**src/rtl/gps_pps_pkg.sv**
```systemverilog
// Shared state type and timing constants for the GPS PPS supervisor.
package gps_pps_pkg;

    typedef enum logic [1:0] {
        StIdle     = 2'd0,
        StAcquire  = 2'd1,
        StLocked   = 2'd2,
        StHoldover = 2'd3
    } pps_state_t;

    localparam int unsigned DefClkHz       = 100_000_000;
    localparam int unsigned DefTol         = 1000;
    localparam int unsigned DefPeriodLo    = DefClkHz - DefTol;
    localparam int unsigned DefPeriodHi    = DefClkHz + DefTol;
    localparam int unsigned AcqTimeoutMult = 4;

    function automatic logic [31:0] period_lo(input int unsigned clk_hz, input int unsigned tol);
        return 32'(clk_hz - tol);
    endfunction

    function automatic logic [31:0] period_hi(input int unsigned clk_hz, input int unsigned tol);
        return 32'(clk_hz + tol);
    endfunction

endpackage

```
**src/rtl/pps_sync_edge.sv**
```systemverilog
// Two-flop synchroniser for the raw PPS input followed by a rising-edge detector.
module pps_sync_edge (
    input  logic clk,
    input  logic resetn,
    input  logic i_async,
    output logic o_rise
);

    logic r_meta;
    logic r_sync;
    logic r_sync_d;

    always_ff @(posedge clk or negedge resetn) begin
        if (!resetn) begin
            r_meta   <= 1'b0;
            r_sync   <= 1'b0;
            r_sync_d <= 1'b0;
        end else begin
            r_meta   <= i_async;
            r_sync   <= r_meta;
            r_sync_d <= r_sync;
        end
    end

    assign o_rise = r_sync & ~r_sync_d;

endmodule

```
**src/rtl/gps_pps_ctrl.sv**
```systemverilog
// PPS supervisor: qualifies PPS edges, synthesises holdover ticks and schedules
// time-core loads into the quiet gap after each second pulse.
module gps_pps_ctrl
    import gps_pps_pkg::*;
#(
    parameter int unsigned CLK_HZ   = DefClkHz,
    parameter int unsigned TOL      = DefTol,
    parameter int unsigned LOCK_CNT = 3,
    parameter int unsigned HOLD_MAX = 10,
    parameter int unsigned PULSE_W  = 16
) (
    input  logic       clk,
    input  logic       resetn,
    input  logic       pps_in,
    input  logic       load_req,
    output logic       load_ack,
    output logic       gps_wr,
    output logic       pps_to_core,
    output logic [1:0] state,
    output logic       time_valid,
    output logic [7:0] holdover_secs
);

    localparam logic [31:0] PeriodLo    = period_lo(CLK_HZ, TOL);
    localparam logic [31:0] PeriodHi    = period_hi(CLK_HZ, TOL);
    localparam logic [31:0] Nominal     = 32'(CLK_HZ);
    localparam logic [31:0] AcqTimeout  = 32'(AcqTimeoutMult * CLK_HZ);
    localparam logic [31:0] HoldRestart = 32'(TOL);
    localparam logic [7:0]  LockCnt     = 8'(LOCK_CNT);
    localparam logic [7:0]  HoldMax     = 8'(HOLD_MAX);
    localparam logic [15:0] PwInit      = 16'(PULSE_W - 1);

    logic        w_rise;
    logic [31:0] w_cnt_nxt;
    logic        w_good;
    logic [7:0]  w_good_inc;

    pps_state_t  r_state;
    logic        r_time_valid;
    logic [31:0] r_cnt;
    logic [7:0]  r_good_cnt;
    logic [7:0]  r_hold_secs;
    logic        r_pulse;
    logic [15:0] r_pw;
    logic        r_pulse_d;
    logic        r_wr;

    pps_sync_edge u_sync_edge (
        .clk     (clk),
        .resetn  (resetn),
        .i_async (pps_in),
        .o_rise  (w_rise)
    );

    // Decisions use the count including the current cycle, i.e. the period length.
    assign w_cnt_nxt  = (r_cnt == 32'hFFFF_FFFF) ? r_cnt : r_cnt + 32'd1;
    assign w_good     = (w_cnt_nxt >= PeriodLo) && (w_cnt_nxt <= PeriodHi);
    assign w_good_inc = r_good_cnt + 8'd1;

    always_ff @(posedge clk or negedge resetn) begin
        if (!resetn) begin
            r_state      <= StIdle;
            r_time_valid <= 1'b0;
            r_cnt        <= 32'd0;
            r_good_cnt   <= 8'd0;
            r_hold_secs  <= 8'd0;
            r_pulse      <= 1'b0;
            r_pw         <= 16'd0;
        end else begin
            r_cnt <= w_cnt_nxt;
            if (r_pw != 16'd0) begin
                r_pw <= r_pw - 16'd1;
            end else begin
                r_pulse <= 1'b0;
            end
            // Each tick below overrides the stretcher defaults and restarts the width.
            unique case (r_state)
                StIdle: begin
                    if (w_rise) begin
                        r_state    <= StAcquire;
                        r_good_cnt <= 8'd0;
                        r_cnt      <= 32'd0;
                        r_pulse    <= 1'b1;
                        r_pw       <= PwInit;
                    end
                end
                StAcquire: begin
                    if (w_rise) begin
                        r_cnt   <= 32'd0;
                        r_pulse <= 1'b1;
                        r_pw    <= PwInit;
                        if (w_good) begin
                            r_good_cnt <= w_good_inc;
                            if (w_good_inc >= LockCnt) begin
                                r_state      <= StLocked;
                                r_time_valid <= 1'b1;
                            end
                        end else begin
                            r_good_cnt <= 8'd0;
                        end
                    end else if (w_cnt_nxt >= AcqTimeout) begin
                        r_state <= StIdle;
                    end
                end
                StLocked: begin
                    if (w_rise && w_good) begin
                        r_cnt   <= 32'd0;
                        r_pulse <= 1'b1;
                        r_pw    <= PwInit;
                    end else if (w_cnt_nxt >= PeriodHi) begin
                        // Restarting at TOL keeps synthetic ticks on the nominal grid.
                        r_state     <= StHoldover;
                        r_cnt       <= HoldRestart;
                        r_hold_secs <= 8'd0;
                        r_pulse     <= 1'b1;
                        r_pw        <= PwInit;
                    end
                end
                StHoldover: begin
                    if (w_rise) begin
                        r_state      <= StAcquire;
                        r_time_valid <= 1'b0;
                        r_good_cnt   <= 8'd0;
                        r_hold_secs  <= 8'd0;
                        r_cnt        <= 32'd0;
                        r_pulse      <= 1'b1;
                        r_pw         <= PwInit;
                    end else if (w_cnt_nxt >= Nominal) begin
                        if (r_hold_secs >= HoldMax) begin
                            r_state      <= StIdle;
                            r_time_valid <= 1'b0;
                        end else begin
                            r_cnt   <= 32'd0;
                            r_pulse <= 1'b1;
                            r_pw    <= PwInit;
                            if (r_hold_secs != 8'hFF) begin
                                r_hold_secs <= r_hold_secs + 8'd1;
                            end
                        end
                    end
                end
                default: r_state <= StIdle;
            endcase
        end
    end

    // Load fires in the cycle right after the pulse falls, while the core's edge logic is idle.
    always_ff @(posedge clk or negedge resetn) begin
        if (!resetn) begin
            r_pulse_d <= 1'b0;
            r_wr      <= 1'b0;
        end else begin
            r_pulse_d <= r_pulse;
            r_wr      <= load_req && r_time_valid && r_pulse_d && !r_pulse;
        end
    end

    assign pps_to_core   = r_pulse;
    assign gps_wr        = r_wr;
    assign load_ack      = r_wr;
    assign state         = r_state;
    assign time_valid    = r_time_valid;
    assign holdover_secs = r_hold_secs;

endmodule

```
**config.mk**
```make
export PLATFORM = sky130hd
export DESIGN_NAME = gps_pps_ctrl
export DESIGN_NICKNAME = d
export VERILOG_FILES = /design/src/rtl/gps_pps_pkg.sv /design/src/rtl/pps_sync_edge.sv /design/src/rtl/gps_pps_ctrl.sv
export SDC_FILE = /design/constraint.sdc
export NUM_CORES = 1
export LEC_CHECK = 0
export CAP_MARGIN = 20
export CORE_ASPECT_RATIO = 1.75
export CORE_MARGIN = 2
export CORE_UTILIZATION = 50
export DETAILED_ROUTE_END_ITERATION = 6
export PLACE_DENSITY = 0.67
export SLEW_MARGIN = 15
export SYNTH_ARGS = -nofsm -noshare
export SYNTH_HDL_FRONTEND = slang
export SYNTH_SLANG_ARGS = --single-unit
```
**constraint.sdc**
```tcl
create_clock -name clk -period 4.6 [get_ports clk]
set_clock_uncertainty 0.1 [all_clocks]
set_input_delay 1.38 -clock clk [delete_from_list [all_inputs] [get_ports clk]]
set_output_delay 1.38 -clock clk [all_outputs]
set_load 0.005 [all_outputs]
```
==> key figures, run 1 <==
Yosys
  – Yosys warns: 0
  – Post-Synth Adder-Cell Area: 0.02886
  – Area fraction in compound gates after synthesis: 0.1788
  – Top cell type's share of synthesized area: 0.3571
  – Post-synth EDFFs: 0
  – Post-synthesis simple-gate area fraction: 0.3138
  – Top cells by count, synth: 73 x dfrtp_1, 57 x nor2_1, 52 x nand2_1
  – Netlist cell types: 84
  – Post-Synth XOR/XNOR Area: 0.05993
  – Syn avg cell area: 8.804 um^2
  – Seq/Total Area, Yosys: 0.3571
  – Synth Net Count: 596
  – Mapped Cells: 581
  – Syn Std Cell Area: 5115 um^2
  – Top-count cell post-synth: dfrtp_1
  – Post-synthesis mux area share: 0.01272
  – Ranking of synthesized cells by area: dfrtp_1 36%, nor2_1 4.2%, xnor2_1 4.1%
  – Largest family of logic cells by synthesized area: simple AND/OR/NAND/NOR gates
  – Ys async rst share: 1.000
  – Ys flop type: dfrtp_1
  – Leading area contributor after synthesis: dfrtp_1
  – Seq cells post-synth: 73

Cells and area
  – Area occupied by multi-input gates: 3040 um^2
  – Fillers: 923
  – Share of cells above drive strength 1: 0.1330
  – Fin cells: 734
  – Total Nets Final: 619
  – Post-layout util: 0.5865
  – Area Overhead vs Synth: 13.63%
  – Cell area after layout: 5812 um^2
  – Antenna Diode Count: 0
  – FF/Latch Area: 1827 um^2

STA
  – Final Setup Violations: 0
  – Final Hold Slack: 254.4 ps
  – RSZ-0062 raised after global routing: no
  – Fin crit share: 0.9547
  – Measured slew at the worst slew-check pin: 951.6 ps
  – Relative slew margins: 0.3576
  – Final max-slew violation count: 0
  – Post-layout min period: 4392 ps
  – Max Clk Rate: 227.7 MHz
  – Hold Vio Cnt, Final: 0
  – Fin Setup TNS: 0 ps

Clock tree
  – Clock Latency Late Sink: 340 ps
  – Num Clock Sinks: 73
  – Post-CTS Setup Bufs: 0
  – Root Driver: clkbuf_16
  – Clock Path Buffers: 2
  – CTS H-Tree Depth: 3
  – CTS tree: yes
  – Clock-pin slew on the worst setup and hold paths: 60 ps
  – Post-CTS sizing: 0
  – Hold Buf Count CTS: 0
  – CTS buffer count: 9

Detailed routing
  – DRT iter0 DRCs: 408
  – Via count: 4659
  – DR vias/cell: 6.347
  – DRT Pass-1 Iters: 6
  – DR WL/cell: 18.74 um
  – DRC errors left: 0
  – Antenna viol nets, final: 0
  – WL final: 13760 um

Global routing
  – Initial antenna violation count: 0
  – Global Route Usage Sum: 0.2663
  – Vias in the first global route: 4581
  – First-pass GRT wire length: 22760 um
  – Overflow after GRT: 0
  – Largest net degree at the start of global routing: 74

Worst setup path
  – CP endpoint kind: flip-flop
  – CP max stage cell: o311ai_0
  – Critical path fanouts, max: 23
  – Worst setup SP type: flip-flop
  – Worst path required time: 4720 ps
  – CP arrival: 4510 ps
  – CP max stage delay: 790 ps
  – Crit-path cells: ha_1 -> nand4_4 -> nor4_4 -> nand3_1 -> and3_1 -> xnor2_1 -> o31a_1 -> o311ai_0 -> o2111ai_2 -> nand2_1 -> o21a_2 -> buf_12 -> nor2_1
  – Critical path type: reg2reg

Power
  – Pwr Density: 358.6 nW/um^2
  – Clk pwr share: 0.382
  – Maximum VDD drop: 289.0 uV
  – Combinational share of power: 0.244
  – Sequential Power Share: 0.375
  – Leakage: 2.352 nW
  – Switching pwr: 0.0006642 W
  – Internal power: 0.001420 W
  – Switch share: 0.3187

Flow run
  – Maxcap violations: 0

Placement
  – # port buffers: 17
  – HPWL Detailed: 10190 um
  – RePlAce Congestion: 0.9205
  – Inst Count DP: 717
  – Placed inst area: 5453 um^2

Worst hold path
  – HP Class: reg2reg

Floorplan
  – Core area: 9910 um^2
  – # rows: 48
  – Initial core utilization: 0.5162
  – Die Wd: 80.46 um
  – Die H: 137.8 um
  – I/O pin cnt: 18
  – Die Area: 11090 um^2

Status
  – Status: completed
critical path: cells and delay by family (launching register included):
family | cells | cell delay (ps)
AND/OR/NAND/NOR | 6 | 1600
AO/OA/AOI/OAI | 4 | 1440
flip-flops | 1 | 430
adder cells (fa/ha/maj) | 1 | 240
buffers and inverters | 1 | 220
XOR/XNOR | 1 | 210
power by group through the flow:
stage	logic, W	clock network (W)	registers, W
finish	0.000508	0.000795	0.000781
global route	0.000567	0.000839	0.000792
CTS	0.000509	0.000808	0.000780
detailed placement	0.000504	0	0.000790
global placement	0.000491	0	0.000787
floorplan	0.000400	0	0.000757
registers in the layout, summed over array words and instances (netlist names), 8 cells and up, named ones only:
name,flops
r_cnt,32
r_pw,16
holdover_secs,8
r_good_cnt,8
worst paths after layout:
check                                        start            endpoint  slack [ps]  depth (start not counted)
max in group asynchronous                   resetn           r_cnt[21]        2710                          1
min in group asynchronous                   resetn            r_cnt[2]        1060                          1
worst max register to register            r_cnt[0]           r_cnt[15]         210                         13
worst max-delay path                      r_cnt[0]           r_cnt[15]         210                         13
worst min register to register  u_sync_edge.r_meta  u_sync_edge.r_sync         250                          0
worst min-delay path            u_sync_edge.r_meta  u_sync_edge.r_sync         250                          0
logic make-up (layout without fill, tap and decap cells):
group                    count (synthesis)  after routing
multiplexers                             6              6
AND/OR/NAND/NOR                        282            282
flip-flops                              73             73
buffers and inverters                   47             75
AO/OA/AOI/OAI                          126            126
XOR/XNOR                                35             35
adder cells (fa/ha/maj)                 12             12
through the flow:
step	power, W	setup slack (ps)
floorplan	0.001157	844.0
global placement	0.001279	327.9
detailed placement	0.001295	181.5
CTS	0.002097	154.0
global route	0.002198	5.760
finish	0.002084	208.5
cell type report:
type,count,share of cell area
flip-flops and latches,73,0.3143
repair buffers,40,0.06502
multi-input cells,461,0.5231
inverters,19,0.01227
well taps,125,0.02691
clock buffers,11,0.04349
clock inverters,5,0.01485
metal layers:
metal  routed length [um]  global-route usage
met4                  563              0.1375
met2                 7468              0.4856
met5                    0                   0
met1                 5286              0.2931
met3                  438             0.03866
layout by cell type (no fill, tap or decap), types with 3 or more instances in the layout:
cell type | netlist | layout
dfrtp_1 | 73 | 73
nor2_1 | 57 | 57
nand2_1 | 52 | 52
nand3_1 | 32 | 32
o21ai_0 | 31 | 31
xnor2_1 | 24 | 24
nor3_1 | 23 | 23
buf_4 | 4 | 21
a21oi_1 | 20 | 20
inv_1 | 19 | 19
nand4_1 | 17 | 17
and3_1 | 17 | 17
clkdlybuf4s50_1 | 0 | 16
nor4_1 | 14 | 14
a31oi_1 | 13 | 13
xor2_1 | 11 | 11
ha_1 | 11 | 11
nor2_4 | 10 | 10
clkbuf_16 | 0 | 9
and4_1 | 8 | 8
and2_1 | 8 | 8
nand2b_1 | 6 | 6
or2_2 | 5 | 5
nor2b_1 | 5 | 5
a211oi_1 | 4 | 4
a211o_1 | 4 | 4
o31ai_1 | 4 | 4
or4_1 | 4 | 4
a22oi_1 | 4 | 4
a21o_1 | 3 | 3
o2111ai_1 | 3 | 3
o211ai_1 | 3 | 3
buf_12 | 1 | 3
(Power assumes the default switching activity.)
==> inputs of run 2 (changes only) <==
Settings changed: GPL_TIMING_DRIVEN set to 0, TNS_END_PERCENT set to 1.
==> run 2 against run 1 <==
  * Critical path depth is the same
  * Clock-buffer cell count grew 1
  * Clock power shrank 2%
  * Sequential share of layout area shrank 0.13 points
  * Final cell count grew 0.95%
  * First-iteration DRC count shrank 31%
  * Register-to-register slack lost 20 ps
  * Global-route usage grew 0.16 points
  * Setup slack lost 16 ps
  * Power grew 0.33%
  * Sequential power shrank 2.8%
==> key figures, run 2 (synthesis gave the netlist of run 1 again) <==
Status
  – Status: completed

Floorplan
  – Die Area: 11090 um^2
  – Initial core utilization: 0.5162
  – Die Wd: 80.46 um
  – Die H: 137.8 um
  – Core area: 9910 um^2
  – # rows: 48
  – I/O pin cnt: 18

Worst hold path
  – Worst Hold Depth: 0
  – Min-delay src: u_sync_edge.r_meta
  – Hold-critical path endpoint: u_sync_edge.r_sync
  – HP Class: reg2reg

Global routing
  – GR Layer Usage met2: 0.4681
  – Vias in the first global route: 4492
  – Most Crowded Layer GR: met2
  – Met3 Usage GRT: 0.04587
  – Largest net degree at the start of global routing: 53
  – Initial antenna violation count: 0
  – First-pass GRT wire length: 22500 um
  – Overflow after GRT: 0
  – Global Route Usage Sum: 0.2678
  – Global Route met1 Usage: 0.2915

STA
  – Post-layout min period: 4408 ps
  – Final Setup Violations: 0
  – Hold Vio Cnt, Final: 0
  – Measured slew at the worst slew-check pin: 633.5 ps
  – Relative slew margins: 0.5738
  – Max Clk Rate: 226.9 MHz
  – Final max-slew violation count: 0
  – Fin crit share: 0.9582
  – Final Hold Slack: 274.2 ps

Cells and area
  – Total Nets Final: 626
  – Share of cells above drive strength 1: 0.1315
  – Most frequent cells in the layout: 73 x dfrtp_1, 56 x nor2_1, 52 x nand2_1, 32 x nand3_1, 31 x o21ai_0
  – Top flop regs: r_cnt (32), r_pw (16)
  – Max reg flops: 32
  – Area Overhead vs Synth: 14.09%
  – Antenna Diode Count: 0
  – Largest Register: r_cnt
  – Commonest non-fill, non-tap cell in the layout: dfrtp_1
  – Fin cells: 741
  – Post-layout util: 0.5889
  – Cell area after layout: 5836 um^2

Detailed routing
  – Via count: 4637
  – Antenna viol nets, final: 0
  – DR vias/cell: 6.258
  – DRC errors left: 0
  – DRT iter0 DRCs: 280
  – DRT Pass-1 Iters: 4
  – WL final: 13890 um
  – DR WL/cell: 18.74 um

Clock tree
  – Clock Latency Late Sink: 350 ps
  – CTS tree: yes
  – Num Clock Sinks: 73
  – CTS H-Tree Depth: 3
  – Clock-pin slew on the worst setup and hold paths: 60 ps
  – Clock Path Buffers: 2
  – Root Driver: clkbuf_16
  – Hold Buf Count CTS: 0
  – CTS buffer count: 9

Placement
  – # port buffers: 17
  – RePlAce Congestion: 0.9404
  – HPWL Detailed: 10280 um
  – Placed inst area: 5466 um^2
  – Inst Count DP: 724

Power
  – Final Power: 0.002091 W
  – Pwr Density: 358.3 nW/um^2
  – Maximum VDD drop: 228.0 uV
  – Leakage: 2.375 nW

Worst setup path
  – Critical path type: reg2reg
  – FF-to-FF setup slack: 190 ps
  – Critical path fanouts, max: 10
  – Reg2reg path depth: 13
  – Reg2reg start: r_cnt[0]
  – Worst setup SP type: flip-flop
  – CP arrival: 4530 ps
  – CP endpoint kind: flip-flop
  – Worst path required time: 4720 ps

Flow run
  – Maxcap violations: 0
-- run 2: changes by cell type in the layout (fill, tap and decap cells not counted), sizes merged --
cell | before | now
clkinvlp | 0 | 1
inv | 20 | 19
clkinv | 2 | 1
buf | 24 | 19
clkbuf | 11 | 24
-- run 2: worst max path at each step --
stage | from | end | slack, ps | cells past startpoint
6_report | r_cnt[0] | flip-flop | 190 | 13
5_1_grt | r_cnt[0] | holdover_secs[1] | -30 | 13
4_1_cts | r_cnt[0] | r_cnt[26] | 70 | 15
3_5_place_dp | r_cnt[0] | r_cnt[26] | 130 | 15
3_3_place_gp | resetn | r_pw[15] | -510 | 1
2_1_floorplan | r_cnt[0] | flip-flop | 840 | 13
-- run 2: worst max-delay path, cell delays in order (launching register included) --
cell	delay, ps
dfrtp_1	460
ha_1	270
nand4_4	180
nor4_4	490
clkbuf_4	330
a31oi_1	100
a31oi_1	310
nand4_1	210
or4_1	550
a311oi_4	340
o21ai_1	160
a221oi_2	290
nand4_1	160
mux2_1	340
-- run 2: per-stage QoR --
step           TNS (ps)  setup slack, ps
6_report              0            192.5
5_1_grt          -99.84           -33.36
4_1_cts               0            69.72
3_5_place_dp          0            130.5
3_3_place_gp     -36940           -513.8
2_1_floorplan         0            844.0
-- run 2: routing by layer --
layer	vias up	routed length, um
li1	2206	-
met1	2243	5312
met2	136	7167
met3	52	533
met4	0	876
met5	-	0
-- run 2: area by class of cell --
cell class / count / area [um^2]
tap: 125 / 156.4
sequential: 73 / 1827
buffer: 28 / 182.7
clock buffer: 12 / 246.5
inverter: 19 / 71.32
multi-input combinational: 461 / 3073
fill: 931 / 4074
timing repair buffer: 19 / 202.7
clock inverter: 4 / 76.32
-- run 2: power by group --
part	internal [W]	switching [W]
Clock	0.000491	0.000289
Combinational	0.000221	0.000330
Sequential	0.000699	0.0000606
-- run 2: repair_timing --
action	CTS	global route
resized for setup	0	13
buffers inserted	0	1
setup endpoints to repair	0	66
==> inputs of run 3 (changes only) <==
Settings changed: GPL_TIMING_DRIVEN 0 to not set, PLACE_DENSITY 0.67 to not set, PLACE_DENSITY_LB_ADDON set to 0.3.
==> run 3 against run 2 <==
  * Non-clock buffer count is 15 lower
  * Clock power decreased by 5.6%
  * Design area fell by 2.1%
  * Clock-buffer cell count is 2 lower
  * Critical path type unchanged
  * Critical path depth shrank 2
==> key figures, run 3 (synthesis gave the netlist of run 1 again) <==
Status
  – Status: completed

Worst setup path
  – CP arrival: 4510 ps
  – Worst path required time: 4720 ps
  – Critical path type: reg2reg
  – Reg2reg start: r_cnt[12]
  – Critical path fanouts, max: 13
  – FF-to-FF setup slack: 210 ps
  – Reg2reg path depth: 11
  – CP endpoint kind: flip-flop
  – Worst setup SP type: flip-flop

Floorplan
  – Die Wd: 80.46 um
  – Die H: 137.8 um
  – # rows: 48
  – Die Area: 11090 um^2
  – Initial core utilization: 0.5162
  – Core area: 9910 um^2
  – I/O pin cnt: 18

Cells and area
  – Top flop regs: r_cnt (32), r_pw (16)
  – Antenna Diode Count: 0
  – Area Overhead vs Synth: 11.67%
  – Largest Register: r_cnt
  – Max reg flops: 32
  – Commonest non-fill, non-tap cell in the layout: dfrtp_1
  – Share of cells above drive strength 1: 0.1229
  – Total Nets Final: 612
  – Most frequent cells in the layout: 73 x dfrtp_1, 57 x nor2_1, 52 x nand2_1, 32 x nand3_1, 31 x o21ai_0

Worst hold path
  – HP Class: reg2reg
  – Min-delay src: u_sync_edge.r_meta
  – Worst Hold Depth: 0
  – Hold-critical path endpoint: u_sync_edge.r_sync

Clock tree
  – CTS tree: yes
  – Num Clock Sinks: 73
  – Post-CTS sizing: 0
  – Clock Path Buffers: 2
  – Root Driver: clkbuf_16
  – Clock Latency Late Sink: 340 ps
  – Post-CTS Setup Bufs: 0
  – Clock-pin slew on the worst setup and hold paths: 60 ps
  – CTS buffer count: 9
  – CTS H-Tree Depth: 3
  – Hold Buf Count CTS: 0

Detailed routing
  – DRC errors left: 0
  – DRT iter0 DRCs: 430
  – WL final: 13310 um
  – DRT Pass-1 Iters: 5
  – Antenna viol nets, final: 0
  – DR vias/cell: 6.491
  – DR WL/cell: 18.31 um
  – Via count: 4719

Global routing
  – First-pass GRT wire length: 21980 um
  – Overflow after GRT: 0
  – Initial antenna violation count: 0
  – Global Route Usage Sum: 0.2552
  – Vias in the first global route: 4684
  – Largest net degree at the start of global routing: 74

STA
  – Final max-slew violation count: 0
  – Relative slew margins: 0.3905
  – Hold Vio Cnt, Final: 0
  – Post-layout min period: 4391 ps
  – Final Hold Slack: 250.8 ps
  – Max Clk Rate: 227.7 MHz
  – RSZ-0062 raised after global routing: no
  – Fin Setup TNS: 0 ps
  – Fin crit share: 0.9545
  – Measured slew at the worst slew-check pin: 906.7 ps
  – Final Setup Violations: 0

Placement
  – HPWL Detailed: 9638 um
  – RePlAce Congestion: 0.9596
  – # port buffers: 17

Power
  – Maximum VDD drop: 307.0 uV
  – Leakage: 2.291 nW
  – Pwr Density: 349.2 nW/um^2

Flow run
  – Maxcap violations: 0
==> run 3: changes by cell type in the layout (fill, tap and decap cells not counted), moves of 3 or more <==
cell	change
buf_2	-7
clkbuf_2	-3
inv_6	+3
clkbuf_1	-10
buf_4	+9
buf_6	-4
==> run 3: layout make-up <==
| cell class | instances | area (um^2) |
|---|---|---|
| clock inverter | 6 | 72.57 |
| inverter | 19 | 71.32 |
| clock buffer | 10 | 239.0 |
| sequential | 73 | 1827 |
| tap | 125 | 156.4 |
| fill | 898 | 4198 |
| multi-input combinational | 462 | 3053 |
| timing repair buffer | 32 | 292.8 |
==> run 3: critical path, stage by stage, from the launching register on <==
cell,delay [ps]
dfrtp_1,590
nand4_1,330
nor2_2,420
nand2_2,220
o41ai_2,470
nand3_1,180
or4_1,640
a311oi_2,350
o21ai_1,160
a221oi_2,300
nand4_1,180
mux2_1,340
==> run 3: where the power goes <==
group          total (W)  internal, W  switching, W
logic           0.000479     0.000195      0.000284
clock network   0.000736     0.000442      0.000294
registers       0.000780     0.000698     0.0000814
total            0.00199      0.00133      0.000660
==> run 3: how the worst max path moves through the flow <==
stage,start,end,slack [ps],cells after the start
4_1_cts,r_cnt[0],flip-flop,190,12
3_5_place_dp,r_cnt[0],r_cnt[22],230,13
6_report,r_cnt[12],flip-flop,210,11
3_3_place_gp,r_cnt[0],r_cnt[16],320,13
2_1_floorplan,r_cnt[0],flip-flop,840,13
5_1_grt,r_cnt[0],flip-flop,20,12
==> run 3: metrics by stage <==
stage                     std cells  utilization  cell area [um^2]  setup WS [ps]  power (W)
final                           727       0.5764              5712          209.1   0.001995
after global routing            727       0.5764              5712          23.78   0.002096
after CTS                       726       0.5751              5699          186.0   0.002008
after detailed placement        710       0.5437              5388          232.0   0.001270
after global placement          710       0.5437              5388          323.1   0.001252
after floorplan                 581            -              5115          844.0   0.001157
==> run 3: layer usage <==
| metal | vias to the layer above | wire [um] | track usage |
|---|---|---|---|
| met1 | 2257 | 4887 | 0.2710 |
| met2 | 216 | 7043 | 0.4449 |
| met5 | - | 0 | 0 |
| met4 | 0 | 778 | 0.1761 |
| met3 | 62 | 601 | 0.05046 |
| li1 | 2184 | - | - |
